`config.mk`:
```
export PLATFORM = sky130hd
export DESIGN_NAME = load_store_unit
export DESIGN_NICKNAME = d
export VERILOG_FILES = /design/src/rtl/load_store_unit.sv
export SDC_FILE = /design/constraint.sdc
export NUM_CORES = 1
export LEC_CHECK = 0
export CORE_ASPECT_RATIO = 0.5
export CORE_UTILIZATION = 40
export CTS_BUF_LIST = sky130_fd_sc_hd__clkbuf_8
export CTS_CLUSTER_DIAMETER = 50
export CTS_CLUSTER_SIZE = 25
export DETAILED_ROUTE_END_ITERATION = 8
export PLACE_DENSITY = 0.83
export SLEW_MARGIN = 25
export SYNTH_ARGS = -nofsm -noshare
export SYNTH_HDL_FRONTEND = slang
export SYNTH_SLANG_ARGS = --single-unit
export TNS_END_PERCENT = 1
```
`constraint.sdc`:
```
create_clock -name clock -period 2.1 [get_ports clock]
set_input_delay 0.315 -clock clock [delete_from_list [all_inputs] [get_ports clock]]
set_output_delay 0.315 -clock clock [all_outputs]
set_load 0.05 [all_outputs]
```
`src/rtl/load_store_unit.sv`:
```
// RV32 load/store unit: byte/half/word loads and stores against a single-port
// word memory; sub-word stores are done as read-modify-write.
module load_store_unit (
  input  logic        clock,
  input  logic        reset_n,
  input  logic        req_valid,
  output logic        req_ready,
  input  logic        req_write,
  input  logic [2:0]  req_funct3,
  input  logic [31:0] req_addr,
  input  logic [31:0] req_wdata,
  output logic        resp_valid,
  input  logic        resp_ready,
  output logic [31:0] resp_rdata,
  output logic        resp_error,
  output logic [31:0] mem_address,
  output logic [31:0] mem_write_data,
  output logic        MemWrite,
  output logic        MemRead,
  input  logic [31:0] mem_read_data
);

  typedef enum logic [2:0] {
    IDLE     = 3'd0,
    LOAD     = 3'd1,
    RMW_READ = 3'd2,
    WRITE    = 3'd3,
    RESP     = 3'd4
  } state_e;

  state_e      state_q, state_d;
  logic        write_q;
  logic [2:0]  funct3_q;
  logic [31:0] addr_q;
  logic [31:0] wword_q;
  logic [31:0] rdata_q;
  logic        error_q;

  logic        accept;
  logic        req_illegal;
  logic        req_misaligned;
  logic        req_err;
  logic [31:0] shifted;
  logic [31:0] load_ext;
  logic [31:0] merged;

  assign accept = req_valid && (state_q == IDLE);

  always_comb begin
    req_illegal = 1'b0;
    if (req_write) begin
      req_illegal = !(req_funct3 == 3'b000 || req_funct3 == 3'b001 || req_funct3 == 3'b010);
    end else begin
      req_illegal = (req_funct3 == 3'b011) || (req_funct3 == 3'b110) || (req_funct3 == 3'b111);
    end
    req_misaligned = 1'b0;
    if (req_funct3[1:0] == 2'b01) req_misaligned = req_addr[0];
    if (req_funct3[1:0] == 2'b10) req_misaligned = (req_addr[1:0] != 2'b00);
    req_err = req_illegal || req_misaligned;
  end

  // Load extraction: shift the addressed lane down to bit 0, then extend.
  always_comb begin
    shifted  = mem_read_data >> {addr_q[1:0], 3'b000};
    load_ext = mem_read_data;
    case (funct3_q)
      3'b000:  load_ext = {{24{shifted[7]}}, shifted[7:0]};
      3'b001:  load_ext = {{16{shifted[15]}}, shifted[15:0]};
      3'b100:  load_ext = {24'h000000, shifted[7:0]};
      3'b101:  load_ext = {16'h0000, shifted[15:0]};
      default: load_ext = mem_read_data;
    endcase
  end

  // wword_q still holds the store data here; splice its low lane into the old word.
  always_comb begin
    merged = mem_read_data;
    if (funct3_q[1:0] == 2'b00) begin
      case (addr_q[1:0])
        2'd0:    merged[7:0]   = wword_q[7:0];
        2'd1:    merged[15:8]  = wword_q[7:0];
        2'd2:    merged[23:16] = wword_q[7:0];
        default: merged[31:24] = wword_q[7:0];
      endcase
    end else begin
      if (addr_q[1]) merged[31:16] = wword_q[15:0];
      else           merged[15:0]  = wword_q[15:0];
    end
  end

  always_comb begin
    state_d = state_q;
    case (state_q)
      IDLE: begin
        if (accept) begin
          if (req_err)                  state_d = RESP;
          else if (!req_write)          state_d = LOAD;
          else if (req_funct3 == 3'b010) state_d = WRITE;
          else                          state_d = RMW_READ;
        end
      end
      LOAD:     state_d = RESP;
      RMW_READ: state_d = WRITE;
      WRITE:    state_d = RESP;
      RESP:     if (resp_ready) state_d = IDLE;
      default:  state_d = IDLE;
    endcase
  end

  always_comb begin
    req_ready      = (state_q == IDLE);
    MemRead        = (state_q == LOAD) || (state_q == RMW_READ);
    MemWrite       = (state_q == WRITE);
    mem_address    = '0;
    mem_write_data = '0;
    resp_valid     = (state_q == RESP);
    resp_rdata     = '0;
    resp_error     = 1'b0;
    if (MemRead || MemWrite) mem_address = {addr_q[31:2], 2'b00};
    if (MemWrite) mem_write_data = wword_q;
    if (resp_valid) begin
      resp_rdata = rdata_q;
      resp_error = error_q;
    end
  end

  always_ff @(posedge clock or negedge reset_n) begin
    if (!reset_n) begin
      state_q  <= IDLE;
      write_q  <= 1'b0;
      funct3_q <= '0;
      addr_q   <= '0;
      wword_q  <= '0;
      rdata_q  <= '0;
      error_q  <= 1'b0;
    end else begin
      state_q <= state_d;
      case (state_q)
        IDLE: begin
          if (accept) begin
            write_q  <= req_write;
            funct3_q <= req_funct3;
            addr_q   <= req_addr;
            wword_q  <= req_wdata;
            rdata_q  <= '0;
            error_q  <= req_err;
          end
        end
        LOAD:     rdata_q <= write_q ? '0 : load_ext;
        RMW_READ: wword_q <= merged;
        default:  ;
      endcase
    end
  end

endmodule

```
==> Flow_metrics.wiki, run 1 <==
{| class="wikitable"
! Metric !! Value
|-
| Post-route antenna net violation count || 0
|-
| Number of global-route vias before repair || 5995
|-
| Most common cell in the synthesized netlist || sky130_fd_sc_hd__nand2_1
|-
| Number of buffers inserted by port buffering || 202
|-
| Power density over the cells || 1190 nW/um2
|-
| Proportion of layout cells with a drive suffix above 1 || 22.6%
|-
| Normalized max-slew margin || 53.9%
|-
| DRT Wirelength || 19800 um
|-
| Distinct cells, synth || 45
|-
| Timing-limited maximum frequency || 487 MHz
|-
| Clk_lat worst skew || 0.38 ns
|-
| Weighted congestion reported at the end of routability-driven placement || 0.887
|-
| Crit path kind || flip-flop to output port
|-
| Die Height || 88.1 um
|-
| Max cap viols || 0
|-
| Final non-filler cell total || 1078
|-
| Number of cells after detailed placement || 1061
|-
| TritonCTS buffer count || 9
|-
| H-tree depth reported by CTS || 3
|-
| Total of endpoints with negative setup slack in the final report || 0
|-
| Number of enable-type register cells in the synthesized netlist || 0
|-
| Clk slew on worst S/H paths || 0.11 ns
|-
| Half-perimeter wire length after detailed placement || 15100 um
|-
| Core outline area || 14500 um2
|-
| Critical-path maximum fanout || 33
|-
| Worst setup skew after layout || 0.0112 ns
|-
| Setup repair after global routing missed its margin || yes
|-
| Synth Warn # || 0
|-
| Run status || complete, but fails checks
|-
| Most frequent cells after synthesis || sky130_fd_sc_hd__nand2_1 (158), sky130_fd_sc_hd__dfrtp_1 (104), sky130_fd_sc_hd__and2_1 (64), sky130_fd_sc_hd__o21ai_0 (49), sky130_fd_sc_hd__clkbuf_1 (39)
|-
| Placement Setup Slack || -0.00678 ns
|-
| Critical register-to-register path startpoint || state_q[2]
|-
| Share of the yosys chip area belonging to registers || 43.9%
|-
| Required time of the worst setup path || 1.78 ns
|-
| Drt wl/cell || 18.4 um
|-
| Endpoint arrival time on the critical path || 1.74 ns
|-
| Fraction of the core area covered by cells at the end of the flow || 66.1%
|-
| Number of iterations in the first detailed-routing pass || 7
|-
| Number of rows in the core area || 31
|-
| Synthesized instance count || 681
|-
| Initial antenna violation count || 0
|-
| Worst hold slack across all endpoints || 0.445 ns
|-
| Wire length of the first global-routing pass || 31200 um
|-
| Number of flip-flops and latches in the synthesized netlist || 104
|-
| Synth area leaders || sky130_fd_sc_hd__dfrtp_1 (44%), sky130_fd_sc_hd__nand2_1 (10%), sky130_fd_sc_hd__and2_1 (6.7%)
|-
| Root buffer cell || sky130_fd_sc_hd__clkbuf_8
|-
| Total Power || 11.4 mW
|-
| Kind of start point of the critical path || flip-flop
|-
| TritonCTS clock tree || yes
|-
| Via count || 6039
|-
| Share of the clock period used by the worst path || 97.9%
|-
| Die area || 15400 um2
|-
| Sum of overflow across all layers after global routing || 0
|-
| Number of fill cells in the layout || 1053
|-
| Endpoint type of the worst setup path || output port
|-
| Minimum period implied by the final worst setup slack || 2.06 ns
|-
| Main flop type after synthesis || sky130_fd_sc_hd__dfrtp_1
|-
| Horiz. Die Dim || 174 um
|-
| Post-Syn Area per Cell || 8.71 um2
|-
| Initial Utilization || 41.0%
|-
| Proportion of synthesized flip-flops having asynchronous set or reset || 100%
|-
| Worst-Margin Slew || 0.683 ns
|-
| Maximum resistive drop on vdd || 0.000569 V
|-
| Hold Crit Class || input port to asynchronous set/reset pin
|-
| Count of inserted antenna diode cells || 0
|-
| Number of buffers on the longest clock path || 2
|-
| Slew Limit Fails || 0
|-
| Worst Setup Slack, final || 0.0446 ns
|-
| Remaining DRCs || 1
|-
| Cell type contributing the most total cell area after synthesis || sky130_fd_sc_hd__dfrtp_1
|-
| Worst R2R End || wword_q[4]
|-
| Depth of the worst register-to-register path || 3
|-
| Final-report hold violation count || 0
|-
| Violated checks || DRC
|-
| Clock sink total || 104
|-
| Count of routing violations after the opening detailed-route iteration || 562
|-
| Largest net degree at the start of global routing || 44
|-
| Top cell type's share of synthesized area || 43.9%
|-
| Leak pwr || 4.25 nW
|-
| Flop-to-flop setup slack || 0.11 ns
|-
| Netlist Area Pre-Place || 5930 um2
|-
| Number of I/O pins || 205
|-
| Synthesis-to-finish area growth || 61.2%
|-
| Total Routing Usage GR || 26.1%
|-
| Net count, final || 979
|-
| Routed via count divided by cell count || 5.60
|}
[kinds of logic after synthesis]
family | Yosys count | synth area share, %
compound gates | 176 | 20.0
xor+xnor | 1 | 0.148
buf+inv | 67 | 4.87
flops | 104 | 43.9
mux | 40 | 6.92
other cells | 1 | 0.0632
simple gates | 292 | 24.2
[final cells by class]
class | count | area [um2] | share of cell area, %
clock buffer | 11 | 151 | 1.58
clock inverter | 5 | 40.0 | 0.419
inverter | 6 | 22.5 | 0.236
multi-input combinational | 511 | 3130 | 32.8
sequential | 104 | 2610 | 27.2
tap | 198 | 248 | 2.59
timing repair buffer | 243 | 3360 | 35.2
[cell usage in the layout, fill, tap and decap left out, types with 14 or more instances in the layout]
master	instances
sky130_fd_sc_hd__clkdlybuf4s50_1	102
sky130_fd_sc_hd__dfrtp_1	102
sky130_fd_sc_hd__and3_1	33
sky130_fd_sc_hd__and2_4	17
sky130_fd_sc_hd__a21o_1	15
sky130_fd_sc_hd__nand2_1	158
sky130_fd_sc_hd__o22ai_1	16
sky130_fd_sc_hd__and2_1	47
sky130_fd_sc_hd__nor2_1	14
sky130_fd_sc_hd__mux2i_1	32
sky130_fd_sc_hd__o211ai_1	34
sky130_fd_sc_hd__a22oi_1	15
sky130_fd_sc_hd__buf_12	102
sky130_fd_sc_hd__o21ai_0	49
sky130_fd_sc_hd__buf_4	37
[sequential cells by signal, indices dropped and copies added, names as in the netlist]
name	flops
addr_q	32
error_q	1
funct3_q	3
rdata_q	32
state_q	3
write_q	1
wword_q	32
[layer usage]
metal	GRT usage (%)	routed length, um	vias up	part of all wire (%)
met2	43.2	9470	308	48
li1	-	-	2770	-
met1	32.8	8060	2886	41
met5	0	0	-	0
met4	12.8	791	0	4.0
met3	5.82	1490	75	7.5
[per-stage QoR]
stage / TNS (ns) / cell area (um2)
2_1_floorplan: -0.0429 / 5940
3_3_place_gp: 0 / 9270
3_5_place_dp: -0.0157 / 9270
4_1_cts: 0 / 9490
5_1_grt: -0.722 / 9560
6_report: 0 / 9560
[how the worst max path moves through the flow]
stage               start  slack [ns]                 to  cells past startpoint
2_1_floorplan  state_q[2]       -0.04          req_ready                      3
3_3_place_gp    req_valid        0.07        wword_q[20]                      6
3_5_place_dp    req_valid      -0.007        wword_q[22]                      6
4_1_cts        state_q[1]       0.004  mem_write_data[7]                      6
5_1_grt        state_q[1]       -0.04  mem_write_data[8]                      6
6_report       state_q[1]        0.04  mem_write_data[9]                      6
[repair_timing]
action	4_1_cts	5_1_grt
buffers inserted	0	0
cloned	0	0
endpoints found under the hold margin	41	0
endpoints found under the setup margin	71	93
resized for setup	9	22
hold buffers	1	0
[critical path, stage by stage, from the launching register on]
cell and delay (ns):
sky130_fd_sc_hd__dfrtp_2 0.44, sky130_fd_sc_hd__buf_4 0.17, sky130_fd_sc_hd__nand2_1 0.06, sky130_fd_sc_hd__nor2_2 0.13, sky130_fd_sc_hd__buf_12 0.18, sky130_fd_sc_hd__and2_1 0.21, sky130_fd_sc_hd__buf_12 0.15
[where the power goes]
part	internal, mW	total (mW)	switching [mW]
logic	2.80	6.51	3.72
registers	2.91	3.61	0.694
clock network	0.508	1.24	0.731
total	6.22	11.4	5.14
No activity file was read; power rests on OpenSTA's default activity.
==> run 2, diff against run 1 <==
--- a/config.mk
+++ b/config.mk
@@ -8,7 +8,6 @@
 export CORE_ASPECT_RATIO = 0.5
 export CORE_UTILIZATION = 40
 export CTS_BUF_LIST = sky130_fd_sc_hd__clkbuf_8
-export CTS_CLUSTER_DIAMETER = 50
 export CTS_CLUSTER_SIZE = 25
 export DETAILED_ROUTE_END_ITERATION = 8
 export PLACE_DENSITY = 0.83
==> results of run 2 <==
Same layout as run 1: the final DEF is identical, and so are final timing and power.
==> run 3, diff against run 2 <==
--- a/config.mk
+++ b/config.mk
@@ -11,6 +11,7 @@
 export CTS_CLUSTER_SIZE = 25
 export DETAILED_ROUTE_END_ITERATION = 8
 export PLACE_DENSITY = 0.83
+export SETUP_SLACK_MARGIN = 0.3
 export SLEW_MARGIN = 25
 export SYNTH_ARGS = -nofsm -noshare
 export SYNTH_HDL_FRONTEND = slang
==> run 3 against run 2 <==
  * The run still ends with DRC left
  * Worst hold slack worse by 0.0081 ns
  * Sequential share of layout area decreased by 0.24 points
  * Register-to-register slack lost 0.10 ns
  * Largest cell class unchanged
  * Sequential power is 2% higher
  * Combinational power grew 2%
  * Cell area up 0.97%
  * Power up 2.7%
  * Via count grew 3.3%
  * Largest power group unchanged
  * Routed wire length rose by 8.9%
  * Setup slack got worse by 0.039 ns
==> Flow_metrics.wiki, run 3 (synthesis gave the netlist of run 1 again) <==
{| class="wikitable"
! Metric !! Value
|-
| Required time of the worst setup path || 2.38 ns (+0.60 ns)
|-
| Number of buffers inserted by port buffering || 202 (unchanged)
|-
| Maximum resistive drop on vdd || 0.000581 V (+2.1%)
|-
| Largest net degree at the start of global routing || 46 (+4.5%)
|-
| Share of the clock period used by the worst path || 99.7% (+1.9 points)
|-
| Post-route antenna net violation count || 0 (unchanged)
|-
| Worst R2R End || addr_q[24]
|-
| Weighted congestion reported at the end of routability-driven placement || 0.887 (about the same)
|-
| Commonest non-fill, non-tap cell in the layout || sky130_fd_sc_hd__nand2_1
|-
| Number of rows in the core area || 31 (unchanged)
|-
| Worst Setup Slack, final || 0.00556 ns (-0.0390 ns)
|-
| Count of routing violations after the opening detailed-route iteration || 748 (+33%)
|-
| Kind of start point of the critical path || flip-flop
|-
| Leading registers by flop count || addr_q (32), rdata_q (32), wword_q (32)
|-
| TritonCTS buffer count || 9 (unchanged)
|-
| Setup repair after global routing missed its margin || yes
|-
| Proportion of power drawn by flip-flops and latches || 31.5% (-0.3 points)
|-
| Leading cell types in the layout, fill and taps excluded || sky130_fd_sc_hd__nand2_1 (156), sky130_fd_sc_hd__clkdlybuf4s50_1 (102), sky130_fd_sc_hd__dfrtp_1 (100), sky130_fd_sc_hd__buf_12 (73), sky130_fd_sc_hd__buf_6 (45)
|-
| Endpoint type of the worst setup path || flip-flop
|-
| Depth of the worst register-to-register path || 5 (+2)
|-
| Violated checks || DRC
|-
| Initial Utilization || 41.0% (unchanged)
|-
| Number of buffers on the longest clock path || 2 (unchanged)
|-
| Horiz. Die Dim || 174 um (unchanged)
|-
| Sequential cell area || 2610 um2 (about the same)
|-
| H-tree depth reported by CTS || 3 (unchanged)
|-
| Clk_lat worst skew || 0.39 ns (about the same)
|-
| Timing-limited maximum frequency || 477 MHz (-1.9%)
|-
| Critical register-to-register path startpoint || state_q[1]
|-
| Number of fill cells in the layout || 1006 (-4.5%)
|-
| Die Height || 88.1 um (unchanged)
|-
| Total Routing Usage GR || 26.9% (+0.78 points)
|-
| Area of combinational cells with multiple inputs || 3280 um2 (+4.8%)
|-
| Max cap viols || 0 (unchanged)
|-
| Switching power total || 5.40 mW (+5.0%)
|-
| DP Area || 8890 um2 (-4.1%)
|-
| Net count, final || 988 (+0.92%)
|-
| Switching portion of total power || 46.3% (+1.1 points)
|-
| Normalized max-slew margin || 44.7% (-9.2 points)
|-
| Slew Limit Fails || 0 (unchanged)
|-
| Die area || 15400 um2 (unchanged)
|-
| Initial antenna violation count || 0 (unchanged)
|-
| Count of inserted antenna diode cells || 0 (unchanged)
|-
| Fraction of power consumed by the clock network || 11.5% (+0.6 points)
|-
| Placement Setup Slack || -0.114 ns (-0.107 ns)
|-
| Clock sink total || 104 (unchanged)
|-
| Total of endpoints with negative setup slack in the final report || 0 (unchanged)
|-
| Synthesis-to-finish area growth || 62.7%
|-
| Worst setup skew after layout || 0.00793 ns (-0.00322 ns)
|-
| Worst-Margin Slew || 0.819 ns (+0.137 ns)
|-
| Hold Crit Class || input port to asynchronous set/reset pin
|-
| Endpoint arrival time on the critical path || 2.37 ns (+0.63 ns)
|-
| Wire length of the first global-routing pass || 31900 um (+2.3%)
|-
| Number of iterations in the first detailed-routing pass || 8 (+1)
|-
| DRT Wirelength || 21600 um (+8.9%)
|-
| Setup total negative slack || 0 ns (unchanged)
|-
| Fraction of the core area covered by cells at the end of the flow || 66.7% (+0.64 points)
|-
| TritonCTS clock tree || yes
|-
| Leak pwr || 4.33 nW (+1.9%)
|-
| Routed via count divided by cell count || 5.74 (+2.4%)
|-
| Sum of overflow across all layers after global routing || 0 (unchanged)
|-
| Crit path kind || flip-flop to flip-flop
|-
| Critical-path maximum fanout || 28 (-15%)
|-
| Remaining DRCs || 2 (+1)
|-
| Internal power || 6.26 mW (+0.68%)
|-
| Number of global-route vias before repair || 6060 (+1.1%)
|-
| Minimum period implied by the final worst setup slack || 2.09 ns (+0.0390 ns)
|-
| Comb pwr share || 57.0% (-0.3 points)
|-
| Run status || complete, but fails checks
|-
| Power density over the cells || 1210 nW/um2 (+1.7%)
|-
| Final-report hold violation count || 0 (unchanged)
|-
| Half-perimeter wire length after detailed placement || 14800 um (-2.3%)
|-
| Via count || 6237 (+3.3%)
|-
| Root buffer cell || sky130_fd_sc_hd__clkbuf_8
|-
| Proportion of layout cells with a drive suffix above 1 || 27.4% (+4.8 points)
|-
| Flop-to-flop setup slack || 0.006 ns (-0.10 ns)
|-
| Number of I/O pins || 205 (unchanged)
|-
| Drt wl/cell || 19.8 um (+8.0%)
|-
| Summed area of non-filler cells in the final layout || 9650 um2 (+0.97%)
|-
| Total Power || 11.7 mW (+2.7%)
|-
| Clk slew on worst S/H paths || 0.10 ns (about the same)
|-
| Core outline area || 14500 um2 (unchanged)
|}
-- run 3: cell types whose count changed in the layout (fill, tap and decap cells not counted), moves of 3 or more --
cell                       change
sky130_fd_sc_hd__buf_6        +44
sky130_fd_sc_hd__buf_12       -29
sky130_fd_sc_hd__and2_1       -17
sky130_fd_sc_hd__and2_4       +17
sky130_fd_sc_hd__o21ai_0      -13
sky130_fd_sc_hd__o21ai_1      +13
sky130_fd_sc_hd__buf_4        -11
sky130_fd_sc_hd__a211oi_1      -7
sky130_fd_sc_hd__a211oi_2      +7
sky130_fd_sc_hd__buf_8         +3
-- run 3: how the worst max path moves through the flow --
stage | start | to | cells past startpoint
finish | state_q[1] | addr_q[24] | 5
global route | state_q[1] | addr_q[24] | 5
CTS | state_q[0] | resp_rdata[3] | 5
detailed placement | req_valid | addr_q[10] | 5
global placement | req_valid | addr_q[19] | 5
floorplan | state_q[0] | mem_write_data[22] | 5
-- run 3: what timing repair did --
action / 4_1_cts / 5_1_grt
hold buffers: 1 / 0
setup endpoints to repair: 182 / 198
endpoints found under the hold margin: 35 / 0
setup buffers: 3 / 5
resized for setup: 79 / 52
pin swaps: 2 / 18
gates cloned: 1 / 3
-- run 3: layout make-up --
type	count	area share, %
Timing Repair Buffer	252	34.1
Clock inverter	6	0.700
Sequential cell	104	27.0
Clock buffer	10	1.43
Multi-Input combinational cell	511	34.0
Inverter	6	0.233
Tap cell	198	2.57
-- run 3: stage by stage --
step           std cells  hold WS (ns)
2_1_floorplan        682        0.0194
3_3_place_gp        1058         0.303
3_5_place_dp        1058         0.320
4_1_cts             1079         0.432
5_1_grt             1087         0.437
6_report            1087         0.436
-- run 3: power by group through the flow --
stage	combinational (mW)	clock [mW]	sequential, mW
after global routing	7.08	1.42	3.75
after floorplan	3.96	0	3.30
after global placement	5.68	0	3.58
after CTS	6.23	1.35	3.60
final	6.65	1.34	3.68
after detailed placement	5.91	0	3.61
-- run 3: routing by layer --
layer,up-vias,wire (um),track usage [%]
li1,2790,-,-
met2,345,10600,45.9
met1,3030,8670,33.4
met5,-,0,0
met3,72,1620,5.60
met4,0,668,12.2
-- run 3: critical path, cell delays in order, from the launching register on --
cell,delay (ns)
sky130_fd_sc_hd__dfrtp_2,0.45
sky130_fd_sc_hd__buf_4,0.17
sky130_fd_sc_hd__or4b_2,0.83
sky130_fd_sc_hd__buf_4,0.31
sky130_fd_sc_hd__nand2_1,0.14
sky130_fd_sc_hd__nand2_1,0.08
